[config.mk]
export PLATFORM = sky130hd
export DESIGN_NAME = wb_forward_pipe_flat
export DESIGN_NICKNAME = d
export VERILOG_FILES = /design/src/rtl/wb_forward_pipe_if.sv /design/src/rtl/wb_forward_pipe.sv /design/src/flat_wrapper.sv
export SDC_FILE = /design/constraint.sdc
export NUM_CORES = 1
export LEC_CHECK = 0
export BUFFER_PORTS_ARGS = -buffer_cell sky130_fd_sc_hd__buf_2
export CORE_MARGIN = 4
export CORE_UTILIZATION = 30
export CTS_CLUSTER_DIAMETER = 120
export DETAILED_ROUTE_END_ITERATION = 10
export PLACE_DENSITY = 0.46
export SYNTH_ARGS = -nofsm -noshare
export SYNTH_HDL_FRONTEND = slang
export SYNTH_SLANG_ARGS = --single-unit
export TNS_END_PERCENT = 30
[constraint.sdc]
create_clock -name clock -period 5.8 [get_ports clock]
set_input_delay 0.58 -clock clock [delete_from_list [all_inputs] [get_ports clock]]
set_output_delay 0.58 -clock clock [all_outputs]
set_load 0.01 [all_outputs]
[src/rtl/wb_forward_pipe_if.sv]
// Result-bus / forwarding / register-table-write bundle of the write-back pipe.
interface wb_forward_pipe_if;
  localparam int unsigned DATA_W = 128;
  localparam int unsigned ADDR_W = 7;
  localparam int unsigned CNT_W  = 4;

  logic [0:DATA_W-1] wb_data;
  logic [0:ADDR_W-1] wb_reg_addr;
  logic              wb_enable_reg_write;
  logic              branch_is_taken;
  logic [0:ADDR_W-1] fwd_addr_a;
  logic [0:ADDR_W-1] fwd_addr_b;
  logic [0:DATA_W-1] fwd_data_a;
  logic              fwd_hit_a;
  logic [0:DATA_W-1] fwd_data_b;
  logic              fwd_hit_b;
  logic              rf_wr_en;
  logic [0:ADDR_W-1] rf_wr_addr;
  logic [0:DATA_W-1] rf_wr_data;
  logic [CNT_W-1:0]  pending_count;

  // Execution unit / register-fetch side.
  modport master (
    output wb_data, wb_reg_addr, wb_enable_reg_write, branch_is_taken,
    output fwd_addr_a, fwd_addr_b,
    input  fwd_data_a, fwd_hit_a, fwd_data_b, fwd_hit_b,
    input  rf_wr_en, rf_wr_addr, rf_wr_data, pending_count
  );

  // Write-back pipe side.
  modport slave (
    input  wb_data, wb_reg_addr, wb_enable_reg_write, branch_is_taken,
    input  fwd_addr_a, fwd_addr_b,
    output fwd_data_a, fwd_hit_a, fwd_data_b, fwd_hit_b,
    output rf_wr_en, rf_wr_addr, rf_wr_data, pending_count
  );
endinterface

[src/rtl/wb_forward_pipe.sv]
// Write-back staging pipe: shifts stage-3 results through DEPTH registers,
// forwards the youngest matching value, and retires the oldest to the register table.
module wb_forward_pipe #(
  parameter int unsigned DEPTH = 4
) (
  input logic              clock,
  input logic              reset,
  wb_forward_pipe_if.slave bus
);
  localparam int unsigned DATA_W = 128;
  localparam int unsigned ADDR_W = 7;
  localparam int unsigned CNT_W  = 4;

  typedef struct packed {
    logic              valid;
    logic [0:ADDR_W-1] addr;
    logic [0:DATA_W-1] data;
  } entry_t;

  entry_t            stage_q [1:DEPTH];
  logic              rf_en_q;
  logic [0:ADDR_W-1] rf_addr_q;
  logic [0:DATA_W-1] rf_data_q;
  logic [CNT_W-1:0]  pending_q;

  logic              cap_valid_c;
  logic              hit_a_c;
  logic              hit_b_c;
  logic [0:DATA_W-1] data_a_c;
  logic [0:DATA_W-1] data_b_c;

  // A flushed result is captured as an empty slot.
  assign cap_valid_c = bus.wb_enable_reg_write & ~bus.branch_is_taken;

  // Shift pipe, retire register and occupancy counter; no stall.
  always_ff @(posedge clock or negedge reset) begin
    if (!reset) begin
      for (int i = 1; i <= int'(DEPTH); i++) begin
        stage_q[i] <= '0;
      end
      rf_en_q   <= 1'b0;
      rf_addr_q <= '0;
      rf_data_q <= '0;
      pending_q <= '0;
    end else begin
      stage_q[1] <= {cap_valid_c, bus.wb_reg_addr, bus.wb_data};
      for (int i = 2; i <= int'(DEPTH); i++) begin
        stage_q[i] <= stage_q[i-1];
      end
      rf_en_q   <= stage_q[DEPTH].valid;
      rf_addr_q <= stage_q[DEPTH].addr;
      rf_data_q <= stage_q[DEPTH].data;
      pending_q <= pending_q + CNT_W'(cap_valid_c) - CNT_W'(stage_q[DEPTH].valid);
    end
  end

  // Forwarding lookup: scan oldest to youngest so the youngest match overrides.
  always_comb begin
    hit_a_c  = 1'b0;
    hit_b_c  = 1'b0;
    data_a_c = '0;
    data_b_c = '0;
    for (int i = int'(DEPTH); i >= 1; i--) begin
      if (stage_q[i].valid && (stage_q[i].addr == bus.fwd_addr_a)) begin
        hit_a_c  = 1'b1;
        data_a_c = stage_q[i].data;
      end
      if (stage_q[i].valid && (stage_q[i].addr == bus.fwd_addr_b)) begin
        hit_b_c  = 1'b1;
        data_b_c = stage_q[i].data;
      end
    end
    if (cap_valid_c && (bus.wb_reg_addr == bus.fwd_addr_a)) begin
      hit_a_c  = 1'b1;
      data_a_c = bus.wb_data;
    end
    if (cap_valid_c && (bus.wb_reg_addr == bus.fwd_addr_b)) begin
      hit_b_c  = 1'b1;
      data_b_c = bus.wb_data;
    end
  end

  // Output drive.
  assign bus.fwd_hit_a     = hit_a_c;
  assign bus.fwd_data_a    = data_a_c;
  assign bus.fwd_hit_b     = hit_b_c;
  assign bus.fwd_data_b    = data_b_c;
  assign bus.rf_wr_en      = rf_en_q;
  assign bus.rf_wr_addr    = rf_addr_q;
  assign bus.rf_wr_data    = rf_data_q;
  assign bus.pending_count = pending_q;

endmodule
[src/flat_wrapper.sv]
// flat-port wrapper written by rule: the top's interface ports become plain ports
module wb_forward_pipe_flat 
#(
  parameter int unsigned DEPTH = 4
)
  (clock, reset, bus_wb_data, bus_wb_reg_addr, bus_wb_enable_reg_write, bus_branch_is_taken, bus_fwd_addr_a, bus_fwd_addr_b, bus_fwd_data_a, bus_fwd_hit_a, bus_fwd_data_b, bus_fwd_hit_b, bus_rf_wr_en, bus_rf_wr_addr, bus_rf_wr_data, bus_pending_count);
  wb_forward_pipe_if bus_i ();
  input logic clock;
  input logic reset;
  input wire logic [$bits(bus_i.wb_data)-1:0] bus_wb_data;
  input wire logic [$bits(bus_i.wb_reg_addr)-1:0] bus_wb_reg_addr;
  input wire logic [$bits(bus_i.wb_enable_reg_write)-1:0] bus_wb_enable_reg_write;
  input wire logic [$bits(bus_i.branch_is_taken)-1:0] bus_branch_is_taken;
  input wire logic [$bits(bus_i.fwd_addr_a)-1:0] bus_fwd_addr_a;
  input wire logic [$bits(bus_i.fwd_addr_b)-1:0] bus_fwd_addr_b;
  output wire logic [$bits(bus_i.fwd_data_a)-1:0] bus_fwd_data_a;
  output wire logic [$bits(bus_i.fwd_hit_a)-1:0] bus_fwd_hit_a;
  output wire logic [$bits(bus_i.fwd_data_b)-1:0] bus_fwd_data_b;
  output wire logic [$bits(bus_i.fwd_hit_b)-1:0] bus_fwd_hit_b;
  output wire logic [$bits(bus_i.rf_wr_en)-1:0] bus_rf_wr_en;
  output wire logic [$bits(bus_i.rf_wr_addr)-1:0] bus_rf_wr_addr;
  output wire logic [$bits(bus_i.rf_wr_data)-1:0] bus_rf_wr_data;
  output wire logic [$bits(bus_i.pending_count)-1:0] bus_pending_count;
  assign bus_i.wb_data = bus_wb_data;
  assign bus_i.wb_reg_addr = bus_wb_reg_addr;
  assign bus_i.wb_enable_reg_write = bus_wb_enable_reg_write;
  assign bus_i.branch_is_taken = bus_branch_is_taken;
  assign bus_i.fwd_addr_a = bus_fwd_addr_a;
  assign bus_i.fwd_addr_b = bus_fwd_addr_b;
  assign bus_fwd_data_a = bus_i.fwd_data_a;
  assign bus_fwd_hit_a = bus_i.fwd_hit_a;
  assign bus_fwd_data_b = bus_i.fwd_data_b;
  assign bus_fwd_hit_b = bus_i.fwd_hit_b;
  assign bus_rf_wr_en = bus_i.rf_wr_en;
  assign bus_rf_wr_addr = bus_i.rf_wr_addr;
  assign bus_rf_wr_data = bus_i.rf_wr_data;
  assign bus_pending_count = bus_i.pending_count;
  wb_forward_pipe #(.DEPTH(DEPTH)) u_core (.clock(clock), .reset(reset), .bus(bus_i));
endmodule
==> impl_metrics.prom, run 1 <==
# TYPE chip_impl_metric gauge
chip_impl_info{name="outcome",value="finished, final reports clean"} 1
chip_impl_metric{name="mappedNetlistArea",unit="µm²"} 28600
chip_impl_metric{name="yosysTopAreaCellShare",unit="%"} 59.9
chip_impl_metric{name="synth_area_per_cell",unit="µm²"} 11.0
chip_impl_metric{name="die_x",unit="µm"} 317
chip_impl_info{name="synth_commonest_cells",value="sky130_fd_sc_hd__dfrtp_1, sky130_fd_sc_hd__o21ai_0, sky130_fd_sc_hd__nor3_1, sky130_fd_sc_hd__clkbuf_1, sky130_fd_sc_hd__nand2_1"} 1
chip_impl_metric{name="grt_start_max_net_pins",unit=""} 165
chip_impl_metric{name="clock_latency",unit="ns"} 0.63
chip_impl_metric{name="regArea",unit="µm²"} 17100
chip_impl_metric{name="drc",unit=""} 0
chip_impl_metric{name="drv.max_cap_violation_count",unit=""} 0
chip_impl_metric{name="finalSetupViolCount",unit=""} 0
chip_impl_metric{name="finalSetupTns",unit="ns"} 0
chip_impl_metric{name="grt_overflow_total",unit=""} 0
chip_impl_metric{name="critPathRequiredTime",unit="ns"} 5.22
chip_impl_info{name="critPathCaptureType",value="output port"} 1
chip_impl_metric{name="setup_slack",unit="ns"} 1.14
chip_impl_metric{name="power.combinational.fraction",unit="%"} 6.6
chip_impl_metric{name="dp_hpwl",unit="µm"} 74300
chip_impl_metric{name="asyncSetResetFlopFracSynth",unit="%"} 100
chip_impl_metric{name="internal_power",unit="mW"} 8.19
chip_impl_metric{name="worst_ir_drop_vdd",unit="V"} 0.000179
chip_impl_metric{name="fp.coreArea",unit="µm²"} 93900
chip_impl_metric{name="p_seq_share",unit="%"} 47.8
chip_impl_metric{name="detail_route.wl_per_cell",unit="µm"} 28.5
chip_impl_metric{name="critical-path-max-stage-delay",unit="ns"} 1.05
chip_impl_metric{name="tightestPinTransition",unit="ns"} 1.37
chip_impl_metric{name="rows",unit=""} 112
chip_impl_metric{name="antenna_violations_before_repair",unit=""} 9
chip_impl_info{name="yosys.area.top_type",value="sky130_fd_sc_hd__dfrtp_1"} 1
chip_impl_metric{name="fillers",unit=""} 9313
chip_impl_info{name="cpLargestDelayFamily",value="simple AND/OR/NAND/NOR gates"} 1
chip_impl_metric{name="placedInstanceArea",unit="µm²"} 32400
chip_impl_metric{name="clock_tree.buffer_depth",unit=""} 3
chip_impl_metric{name="via_per_inst",unit=""} 5.87
chip_impl_metric{name="max_freq",unit="GHz"} 0.214
chip_impl_info{name="ctsRootBufferMaster",value="sky130_fd_sc_hd__clkbuf_16"} 1
chip_impl_info{name="timing.critical_path.slowest_stage_cell",value="sky130_fd_sc_hd__and4_4"} 1
chip_impl_metric{name="switching_share",unit="%"} 25.4
chip_impl_metric{name="synth_cell_types",unit=""} 52
chip_impl_info{name="yosys-top-cells-area",value="sky130_fd_sc_hd__dfrtp_1, sky130_fd_sc_hd__o21ai_0, sky130_fd_sc_hd__a221o_1"} 1
chip_impl_metric{name="gp_congestion",unit=""} 0.857
chip_impl_metric{name="powerDensity",unit="nW/µm²"} 313
chip_impl_metric{name="critPathBufInv",unit=""} 3
chip_impl_info{name="worstHoldPathType",value="in2reg"} 1
chip_impl_metric{name="post_synthesis_net_count",unit=""} 2747
chip_impl_metric{name="cts-htree-levels",unit=""} 3
chip_impl_metric{name="total_count_of_max_transition_violations_in_the_final_report",unit=""} 0
chip_impl_info{name="most_frequent_cell_after_synthesis",value="sky130_fd_sc_hd__dfrtp_1"} 1
chip_impl_metric{name="number_of_clock_sinks",unit=""} 684
chip_impl_metric{name="syn2layout_area_growth",unit="%"} 22.6
chip_impl_metric{name="nets",unit=""} 3166
chip_impl_metric{name="post_synth_inst_count",unit=""} 2589
chip_impl_metric{name="synth-warning-count",unit=""} 0
chip_impl_metric{name="vias_in_the_first_global_route",unit=""} 26300
chip_impl_metric{name="start_util",unit="%"} 30.4
chip_impl_metric{name="ant_nets",unit=""} 0
chip_impl_metric{name="io-pin-count",unit=""} 551
chip_impl_metric{name="cp.arrival",unit="ns"} 4.08
chip_impl_metric{name="p_clk_share",unit="%"} 45.6
chip_impl_metric{name="cts_repair_resize_count",unit=""} 0
chip_impl_metric{name="count_of_port_buffers_added_during_placement",unit=""} 550
chip_impl_info{name="grt_setup_unrepaired",value="false"} 1
chip_impl_metric{name="finalWorstPathRequiredPeriod",unit="ns"} 4.66
chip_impl_metric{name="die_area",unit="µm²"} 100000
chip_impl_metric{name="clk_transition_reported_paths",unit="ns"} 0.06
chip_impl_metric{name="place_worst_setup_slack",unit="ns"} 1.56
chip_impl_info{name="synth_flop_cell",value="sky130_fd_sc_hd__dfrtp_1"} 1
chip_impl_metric{name="wire_length_of_the_first_global_routing_pass",unit="µm"} 179000
chip_impl_metric{name="cts_hold_repair.buffers",unit=""} 1
chip_impl_metric{name="total_switching_power",unit="mW"} 2.78
chip_impl_metric{name="slew-limit-headroom",unit="%"} 8.54
chip_impl_metric{name="clock_skew",unit="ns"} 0.0295
chip_impl_metric{name="total_global_routing_track_utilization",unit="%"} 23.7
chip_impl_info{name="startpoint_type",value="flop"} 1
chip_impl_metric{name="hold_viol_final",unit=""} 0
chip_impl_metric{name="routed_wire_length",unit="µm"} 123000
chip_impl_metric{name="min_period_over_period",unit="%"} 80.4
chip_impl_metric{name="synth_seq_cells",unit=""} 684
chip_impl_metric{name="cts-buffers-inserted",unit=""} 79
chip_impl_info{name="startpoint_to_endpoint_class_of_the_critical_path",value="reg2out"} 1
chip_impl_metric{name="die_height",unit="µm"} 317
chip_impl_metric{name="drtIter0Drc",unit=""} 2570
chip_impl_metric{name="multi_input_area",unit="µm²"} 9960
chip_impl_metric{name="static-leakage-power",unit="nW"} 15.1
chip_impl_metric{name="synth_enable_flop_cells",unit=""} 0
chip_impl_metric{name="final_instance_area",unit="µm²"} 35000
chip_impl_info{name="crit_path_cell_trace",value="buf_4, and4_4, buf_12, a221oi_1, nor3_1, a221o_1, buf_2"} 1
chip_impl_metric{name="cts.repair_timing.setup_buffer_count",unit=""} 0
chip_impl_metric{name="worstPathMaxFanout",unit=""} 57
chip_impl_metric{name="synth.yosys.seq_area_share",unit="%"} 59.9
chip_impl_metric{name="post_route_cells_drive_above_1_share",unit="%"} 25.5
chip_impl_metric{name="num_vias",unit=""} 25400
chip_impl_metric{name="drt_first_pass_iters",unit=""} 6
chip_impl_info{name="tritoncts_clock_tree",value="done"} 1
-- flip-flops by register name, summed over array words and instances (netlist names) --
signal and count:
u_core.bus.rf_wr_en 1, u_core.bus.pending_count 4, u_core.stage_q 544, u_core.bus.rf_wr_data 128
u_core.bus.rf_wr_addr 7
-- routing by layer --
| metal | vias up | global-route usage (%) | wire (µm) |
|---|---|---|---|
| met4 | 8 | 10.5 | 5450 |
| met2 | 1545 | 37.6 | 56800 |
| met1 | 13000 | 31.2 | 49600 |
| met5 | - | 0 | 68 |
| li1 | 10600 | - | - |
| met3 | 303 | 5.41 | 11400 |
-- area by class of cell --
cell class | instances | share of cell area, %
clock inverter | 23 | 0.540
multi-input combinational | 1546 | 28.5
inverter | 82 | 0.879
tap | 1254 | 4.48
sequential | 684 | 48.9
antenna | 4 | 0.0286
timing repair buffer | 615 | 9.87
clock buffer | 119 | 6.84
-- worst reg2reg max path, delay by kind of cell (launching register included) --
| kind | cells | cell delay (ns) |
|---|---|---|
| flip-flops | 1 | 0.43 |
| adder cells (fa/ha/maj) | 3 | 0.96 |
| buffers and inverters | 3 | 0.16 |
-- through the flow --
step	hold WS [ns]	util [%]	total power, mW	instances
after floorplan	0.284	-	5.56	2589
after global placement	0.355	34.5	6.02	4180
after detailed placement	0.359	34.5	6.05	4180
after CTS	0.0312	37.3	11.1	4323
after global routing	0.0497	37.3	11.4	4326
final	0.0826	37.3	11.0	4327
-- power groups by stage --
stage	clock, mW	sequential, mW	combinational, mW
after floorplan	0	5.28	0.275
after global placement	0	5.31	0.710
after detailed placement	0	5.32	0.727
after CTS	5.12	5.24	0.731
after global routing	5.30	5.27	0.783
final	5.00	5.25	0.725
-- kinds of logic after synthesis --
| kind of cell | share of synthesized area [%] |
|---|---|
| AO/OA/AOI/OAI | 19.7 |
| flip-flops | 59.9 |
| AND/OR/NAND/NOR | 12.3 |
| buffers and inverters | 5.54 |
| XOR/XNOR | 2.29 |
| adder cells (fa/ha/maj) | 0.245 |
-- path summary, 6_finish.rpt --
path / from / end / slack, ns / depth (start not counted)
worst max-delay path: u_core.stage_q[407] / bus_fwd_data_b[41] / 1.14 / 7
max in group asynchronous: reset / u_core.stage_q[148] / 3.83 / 3
worst min-delay path: bus_wb_data[122] / u_core.stage_q[530] / 0.08 / 1
min in group asynchronous: reset / u_core.bus.pending_count[1] / 0.56 / 2
worst max register to register: u_core.stage_q[135] / u_core.bus.pending_count[1] / 4.15 / 6
worst min register to register: u_core.stage_q[277] / u_core.stage_q[141] / 0.34 / 0
-- layout by cell type, fill, tap and decap left out, drive strengths merged, types with 4 or more instances in the layout --
master / n
ha: 4
a211oi: 66
o21ai: 305
a221o: 113
a31oi: 74
diode: 4
clkbuf: 119
xnor2: 37
nand3: 76
a311oi: 53
xor2: 36
nand4: 116
buf: 614
a21oi: 30
a211o: 9
nor2: 80
and3: 74
dfrtp: 684
nor4: 7
or3: 5
nand2: 134
inv: 83
clkinv: 18
nor3: 174
a221oi: 128
No activity file was read; power rests on OpenSTA's default activity.
==> inputs of run 2 (changes only) <==
PLACE_DENSITY = 0.47   (was 0.46)
clock period = 4.2 ns   (was 5.8 ns; I/O delays follow)
==> run 2 against run 1 <==
Against the previous run:
- total power increased by 44%
- non-clock buffer count increased by 151
- sequential share of layout area decreased by 2.6 points
- clock power increased by 50%
- design area increased by 5.5%
- clock skew decreased by 0.012 ns
- combinational power increased by 54%
- largest cell class unchanged
==> impl_metrics.prom, run 2 (synthesized netlist as in run 1, its figures left out) <==
# TYPE chip_impl_metric gauge
chip_impl_metric{name="met2_wirelength",unit="µm"} 57600
chip_impl_metric{name="post_route_cells_drive_above_1_share",unit="%"} 24.9
chip_impl_metric{name="drv.max_cap_violation_count",unit=""} 0
chip_impl_metric{name="final_instance_area",unit="µm²"} 36900
chip_impl_metric{name="rows",unit=""} 112
chip_impl_metric{name="drt_first_pass_iters",unit=""} 6
chip_impl_info{name="layout.cells.most_common",value="sky130_fd_sc_hd__dfrtp_1"} 1
chip_impl_metric{name="wirelength_met1",unit="µm"} 49500
chip_impl_metric{name="max_freq",unit="GHz"} 0.257
chip_impl_metric{name="total_global_routing_track_utilization",unit="%"} 23.9
chip_impl_metric{name="finalWorstPathRequiredPeriod",unit="ns"} 3.89
chip_impl_metric{name="slew-limit-headroom",unit="%"} 31.4
chip_impl_metric{name="antenna_violations_before_repair",unit=""} 5
chip_impl_metric{name="clk_transition_reported_paths",unit="ns"} 0.06
chip_impl_info{name="tritoncts_clock_tree",value="done"} 1
chip_impl_metric{name="clock_tree.buffer_depth",unit=""} 3
chip_impl_metric{name="drtIter0Drc",unit=""} 2516
chip_impl_metric{name="post-layout-total-power",unit="mW"} 15.8
chip_impl_metric{name="fp.coreArea",unit="µm²"} 93900
chip_impl_metric{name="clock_latency",unit="ns"} 0.65
chip_impl_metric{name="hold_viol_final",unit=""} 0
chip_impl_metric{name="cts-htree-levels",unit=""} 3
chip_impl_metric{name="dp_hpwl",unit="µm"} 72300
chip_impl_metric{name="die_x",unit="µm"} 317
chip_impl_info{name="route.top_layer_used",value="met5"} 1
chip_impl_metric{name="via_per_inst",unit=""} 5.81
chip_impl_metric{name="syn2layout_area_growth",unit="%"} 29.3
chip_impl_metric{name="routed_wire_length",unit="µm"} 123000
chip_impl_info{name="startpoint_type",value="flop"} 1
chip_impl_metric{name="num_vias",unit=""} 26100
chip_impl_metric{name="io-pin-count",unit=""} 551
chip_impl_metric{name="wire_length_of_the_first_global_routing_pass",unit="µm"} 182000
chip_impl_info{name="registers.top_by_ff_count",value="u_core.stage_q"} 1
chip_impl_info{name="grt_setup_unrepaired",value="false"} 1
chip_impl_metric{name="cp.arrival",unit="ns"} 3.47
chip_impl_info{name="worstHoldPathType",value="in2reg"} 1
chip_impl_metric{name="die_area",unit="µm²"} 100000
chip_impl_metric{name="setup_slack",unit="ns"} 0.314
chip_impl_metric{name="number_of_clock_sinks",unit=""} 684
chip_impl_metric{name="worst_ir_drop_vdd",unit="V"} 0.000292
chip_impl_metric{name="drc",unit=""} 0
chip_impl_metric{name="met3RoutedLength",unit="µm"} 11200
chip_impl_metric{name="count_of_port_buffers_added_during_placement",unit=""} 550
chip_impl_metric{name="nets",unit=""} 3320
chip_impl_metric{name="cts_repair_resize_count",unit=""} 0
chip_impl_metric{name="detail_route.wl_per_cell",unit="µm"} 27.5
chip_impl_metric{name="grt_start_max_net_pins",unit=""} 130
chip_impl_metric{name="ant_nets",unit=""} 0
chip_impl_info{name="ctsRootBufferMaster",value="sky130_fd_sc_hd__clkbuf_16"} 1
chip_impl_metric{name="die_height",unit="µm"} 317
chip_impl_metric{name="largest_reg_flops",unit=""} 544
chip_impl_metric{name="fillers",unit=""} 9129
chip_impl_metric{name="place_worst_setup_slack",unit="ns"} 0.866
chip_impl_metric{name="placedInstanceArea",unit="µm²"} 32700
chip_impl_metric{name="min_period_over_period",unit="%"} 92.5
chip_impl_metric{name="tightestPinTransition",unit="ns"} 1.03
chip_impl_metric{name="static-leakage-power",unit="nW"} 15.9
chip_impl_info{name="startpoint_to_endpoint_class_of_the_critical_path",value="reg2out"} 1
chip_impl_metric{name="powerDensity",unit="nW/µm²"} 429
chip_impl_metric{name="cts-buffers-inserted",unit=""} 82
chip_impl_metric{name="finalSetupViolCount",unit=""} 0
chip_impl_metric{name="total_count_of_max_transition_violations_in_the_final_report",unit=""} 0
chip_impl_metric{name="finalSetupTns",unit="ns"} 0
chip_impl_info{name="critPathCaptureType",value="output port"} 1
chip_impl_metric{name="vias_in_the_first_global_route",unit=""} 27500
chip_impl_info{name="top_library_cells_by_usage_in_the_layout_fill_and_taps_aside",value="sky130_fd_sc_hd__dfrtp_1, sky130_fd_sc_hd__buf_2, sky130_fd_sc_hd__o21ai_0, sky130_fd_sc_hd__nor3_1, sky130_fd_sc_hd__dlygate4sd3_1"} 1
chip_impl_metric{name="worstPathMaxFanout",unit=""} 129
chip_impl_info{name="outcome",value="finished, final reports clean"} 1
chip_impl_metric{name="clock_skew",unit="ns"} 0.0171
chip_impl_metric{name="grt_overflow_total",unit=""} 0
chip_impl_metric{name="start_util",unit="%"} 30.4
chip_impl_metric{name="critPathRequiredTime",unit="ns"} 3.78
chip_impl_metric{name="gp_congestion",unit=""} 0.815
==> run 2: cell types whose count changed in the layout (fill, tap and decap cells not counted), moves of 2 or more <==
cell,before,now
sky130_fd_sc_hd__dlygate4sd3_1,1,136
sky130_fd_sc_hd__buf_12,16,34
sky130_fd_sc_hd__bufinv_16,2,9
sky130_fd_sc_hd__clkinv_2,16,12
sky130_fd_sc_hd__clkbuf_1,19,22
sky130_fd_sc_hd__diode_2,4,1
sky130_fd_sc_hd__buf_4,48,46
sky130_fd_sc_hd__inv_6,1,3
==> run 2: layout make-up <==
| type | instances | area [µm²] | area share (%) |
|---|---|---|---|
| Antenna cell | 1 | 2.50 | 0.00677 |
| Clock buffer | 123 | 2420 | 6.55 |
| Clock inverter | 28 | 409 | 1.11 |
| Inverter | 82 | 308 | 0.833 |
| Multi-Input combinational cell | 1546 | 9960 | 27.0 |
| Sequential cell | 684 | 17100 | 46.3 |
| Tap cell | 1254 | 1570 | 4.25 |
| Timing Repair Buffer | 766 | 5150 | 13.9 |
==> run 2: path summary, 6_finish.rpt <==
check                                               to  cells past startpoint  slack (ns)                start
setup / recovery                    bus_fwd_data_a[93]                      7        0.31  u_core.stage_q[536]
hold / removal                     u_core.stage_q[543]                      3        0.10  bus_branch_is_taken
setup reg to reg           u_core.bus.pending_count[2]                      6        2.52  u_core.stage_q[135]
hold reg to reg                    u_core.stage_q[178]                      0        0.36  u_core.stage_q[314]
max in group asynchronous           u_core.stage_q[95]                      3        2.48                reset
min in group asynchronous          u_core.stage_q[532]                      2        0.41                reset
==> run 2: layer usage <==
| metal | vias up | global-route usage, % |
|---|---|---|
| li1 | 10900 | - |
| met1 | 13300 | 30.4 |
| met2 | 1518 | 38.2 |
| met3 | 328 | 6.39 |
| met4 | 6 | 10.8 |
| met5 | - | 0 |
==> run 2: per-stage QoR <==
| stage | util, % | hold WS, ns | instances |
|---|---|---|---|
| finish | 39.3 | 0.103 | 4484 |
| global route | 39.3 | 0.0686 | 4484 |
| CTS | 39.3 | 0.0485 | 4483 |
| detailed placement | 34.9 | 0.358 | 4196 |
| global placement | 34.9 | 0.356 | 4196 |
| floorplan | - | 0.124 | 2589 |
==> run 2: repair_timing <==
item	in CTS	in global routing
setup buffers	0	0
hold endpoints to repair	218	0
hold buffers	136	0
setup endpoints to repair	0	0
==> run 2: power by group <==
part | total (mW) | internal (mW) | switching (mW)
Sequential | 7.23 | 6.95 | 0.280
Combinational | 1.12 | 0.398 | 0.725
Clock | 7.49 | 4.54 | 2.95
==> run 2: critical path, cell delays in order (launching register included) <==
cell and delay (ns):
sky130_fd_sc_hd__dfrtp_1 0.43, sky130_fd_sc_hd__xor2_1 0.18, sky130_fd_sc_hd__nor4_1 0.41, sky130_fd_sc_hd__nand4_1 0.35, sky130_fd_sc_hd__buf_12 0.29, sky130_fd_sc_hd__and3_1 0.33
sky130_fd_sc_hd__o21ai_0 0.36, sky130_fd_sc_hd__buf_2 0.21
==> inputs of run 3 (changes only) <==
CTS_BUF_LIST = sky130_fd_sc_hd__clkbuf_16   (was not set)
==> run 3 against run 2 <==
Against the previous run:
- core utilization decreased by 0.18 points
- maximum frequency grew 0.13%
- clock skew fell by 0.0012 ns
- clock power fell by 4.9%
- die area unchanged
- critical path type unchanged
- wire length about the same
- design area fell by 0.46%
- global-route usage is essentially flat
- register-to-register slack is essentially flat
- sequential share of layout area grew 0.21 points
==> impl_metrics.prom, run 3 (synthesized netlist as in run 1, its figures left out) <==
# TYPE chip_impl_metric gauge
chip_impl_info{name="registers.top_by_ff_count",value="u_core.stage_q"} 1
chip_impl_metric{name="syn2layout_area_growth",unit="%"} 28.7
chip_impl_info{name="terminating_pin_of_the_worst_hold_path",value="u_core.stage_q[543]"} 1
chip_impl_metric{name="largest_reg_flops",unit=""} 544
chip_impl_metric{name="routed_wire_length",unit="µm"} 123000
chip_impl_metric{name="grt_overflow_total",unit=""} 0
chip_impl_metric{name="clock_skew",unit="ns"} 0.0159
chip_impl_metric{name="worst_ir_drop_vdd",unit="V"} 0.000293
chip_impl_info{name="worstHoldPathType",value="in2reg"} 1
chip_impl_info{name="critPathCaptureType",value="output port"} 1
chip_impl_metric{name="tightestPinTransition",unit="ns"} 1.01
chip_impl_metric{name="worstPathMaxFanout",unit=""} 129
chip_impl_metric{name="placedInstanceArea",unit="µm²"} 32700
chip_impl_info{name="holdCritStartpoint",value="bus_branch_is_taken"} 1
chip_impl_info{name="crit_path_cell_trace",value="xor2_1, nor4_1, nand4_1, buf_12, and3_1, o21ai_0, buf_2"} 1
chip_impl_metric{name="wire_length_of_the_first_global_routing_pass",unit="µm"} 182000
chip_impl_metric{name="hold_viol_final",unit=""} 0
chip_impl_metric{name="finalSetupViolCount",unit=""} 0
chip_impl_info{name="top_library_cells_by_usage_in_the_layout_fill_and_taps_aside",value="sky130_fd_sc_hd__dfrtp_1, sky130_fd_sc_hd__buf_2, sky130_fd_sc_hd__o21ai_0, sky130_fd_sc_hd__nor3_1, sky130_fd_sc_hd__dlygate4sd3_1"} 1
chip_impl_metric{name="dp_hpwl",unit="µm"} 72300
chip_impl_info{name="startpoint_to_endpoint_class_of_the_critical_path",value="reg2out"} 1
chip_impl_metric{name="cts-htree-levels",unit=""} 3
chip_impl_info{name="timing.critical_path.slowest_stage_cell",value="sky130_fd_sc_hd__dfrtp_1"} 1
chip_impl_metric{name="cp.arrival",unit="ns"} 3.46
chip_impl_metric{name="regArea",unit="µm²"} 17100
chip_impl_metric{name="finalWorstPathRequiredPeriod",unit="ns"} 3.88
chip_impl_metric{name="fp.coreArea",unit="µm²"} 93900
chip_impl_info{name="outcome",value="finished, final reports clean"} 1
chip_impl_metric{name="number_of_clock_sinks",unit=""} 684
chip_impl_metric{name="slew-limit-headroom",unit="%"} 32.4
chip_impl_metric{name="drt_first_pass_iters",unit=""} 6
chip_impl_metric{name="total_global_routing_track_utilization",unit="%"} 23.9
chip_impl_info{name="worst_r2r_endpoint",value="u_core.bus.pending_count[2]"} 1
chip_impl_metric{name="num_vias",unit=""} 26100
chip_impl_metric{name="antenna_violations_before_repair",unit=""} 5
chip_impl_metric{name="die_x",unit="µm"} 317
chip_impl_metric{name="fillers",unit=""} 9147
chip_impl_metric{name="total_count_of_max_transition_violations_in_the_final_report",unit=""} 0
chip_impl_metric{name="clock_latency",unit="ns"} 0.65
chip_impl_metric{name="count_of_port_buffers_added_during_placement",unit=""} 550
chip_impl_info{name="ctsRootBufferMaster",value="sky130_fd_sc_hd__clkbuf_16"} 1
chip_impl_metric{name="hold-path-cell-count",unit=""} 3
chip_impl_metric{name="drc",unit=""} 0
chip_impl_metric{name="rows",unit=""} 112
chip_impl_metric{name="cts_repair_resize_count",unit=""} 0
chip_impl_metric{name="clock_tree.buffer_depth",unit=""} 3
chip_impl_metric{name="cts.repair_timing.setup_buffer_count",unit=""} 0
chip_impl_metric{name="ant_nets",unit=""} 0
chip_impl_metric{name="r2r_cells",unit=""} 6
chip_impl_info{name="grt_setup_unrepaired",value="false"} 1
chip_impl_info{name="tritoncts_clock_tree",value="done"} 1
chip_impl_metric{name="drv.max_cap_violation_count",unit=""} 0
chip_impl_metric{name="static-leakage-power",unit="nW"} 15.9
chip_impl_info{name="layout.cells.most_common",value="sky130_fd_sc_hd__dfrtp_1"} 1
chip_impl_metric{name="clk_transition_reported_paths",unit="ns"} 0.06
chip_impl_metric{name="regToRegSetupSlack",unit="ns"} 2.51
chip_impl_metric{name="grt_start_max_net_pins",unit=""} 130
chip_impl_metric{name="final_instance_area",unit="µm²"} 36800
chip_impl_metric{name="vias_in_the_first_global_route",unit=""} 27500
chip_impl_metric{name="critical-path-max-stage-delay",unit="ns"} 0.43
chip_impl_info{name="startpoint_type",value="flop"} 1
chip_impl_metric{name="drtIter0Drc",unit=""} 2634
chip_impl_metric{name="max_freq",unit="GHz"} 0.258
chip_impl_metric{name="multi_input_area",unit="µm²"} 9960
chip_impl_metric{name="die_area",unit="µm²"} 100000
chip_impl_metric{name="cts-buffers-inserted",unit=""} 82
chip_impl_metric{name="powerDensity",unit="nW/µm²"} 421
chip_impl_metric{name="critPathRequiredTime",unit="ns"} 3.78
chip_impl_metric{name="hold-worst-slack",unit="ns"} 0.108
chip_impl_metric{name="io-pin-count",unit=""} 551
chip_impl_metric{name="post_route_cells_drive_above_1_share",unit="%"} 24.4
chip_impl_metric{name="cts_hold_repair.buffers",unit=""} 136
chip_impl_metric{name="detail_route.wl_per_cell",unit="µm"} 27.5
chip_impl_metric{name="die_height",unit="µm"} 317
chip_impl_metric{name="finalSetupTns",unit="ns"} 0
chip_impl_info{name="launching_point_of_the_worst_reg2reg_path",value="u_core.stage_q[135]"} 1
chip_impl_metric{name="via_per_inst",unit=""} 5.81
chip_impl_metric{name="min_period_over_period",unit="%"} 92.4
chip_impl_metric{name="start_util",unit="%"} 30.4
chip_impl_metric{name="nets",unit=""} 3320
chip_impl_metric{name="gp_congestion",unit=""} 0.815
## run 3: area by class of cell
class | instances | share of cell area, %
timing repair buffer | 766 | 14.0
tap | 1254 | 4.27
antenna | 1 | 0.00681
clock buffer | 84 | 5.72
clock inverter | 67 | 1.51
multi-input combinational | 1546 | 27.1
sequential | 684 | 46.6
inverter | 82 | 0.837
## run 3: how the worst max path moves through the flow
stage                        startpoint                 end  slack, ns  depth (start not counted)
floorplan             bus_fwd_addr_b[6]  bus_fwd_data_b[10]       1.67                         10
global placement      bus_fwd_addr_b[1]  bus_fwd_data_b[92]       0.87                          9
detailed placement    bus_fwd_addr_b[1]  bus_fwd_data_b[92]       0.87                          9
CTS                 u_core.stage_q[269]  bus_fwd_data_b[92]       0.30                          8
global route        u_core.stage_q[269]  bus_fwd_data_b[79]       0.20                          8
finish              u_core.stage_q[536]  bus_fwd_data_a[93]       0.32                          7
## run 3: per-stage QoR
step                instances  setup slack [ns]  power (mW)  util (%)
floorplan                2589              1.67        7.67         -
global placement         4196             0.873        8.31      34.9
detailed placement       4196             0.866        8.36      34.9
CTS                      4483             0.298        15.7      39.2
global route             4484             0.200        16.0      39.2
finish                   4484             0.319        15.5      39.2
## run 3: worst max-delay path: cells and delay by family, from the launching register on
family | cells | cell delay, ns
AND/OR/NAND/NOR | 3 | 1.10
buffers and inverters | 2 | 0.51
flip-flops | 1 | 0.43
AO/OA/AOI/OAI | 1 | 0.35
XOR/XNOR | 1 | 0.18
## run 3: power breakdown
| group | switching (mW) | leakage (nW) | internal, mW |
|---|---|---|---|
| Combinational | 0.726 | 6.52 | 0.398 |
| Clock | 2.94 | 1.39 | 4.18 |
| Sequential | 0.280 | 7.97 | 6.95 |
## run 3: per-layer routing
layer | part of all wire (%) | GRT usage (%) | up-vias
met5 | 0.028 | 0 | -
met4 | 4.2 | 10.7 | 6
met2 | 47 | 38.2 | 1520
met1 | 40 | 30.4 | 13300
li1 | - | - | 10900
met3 | 9.1 | 6.46 | 344
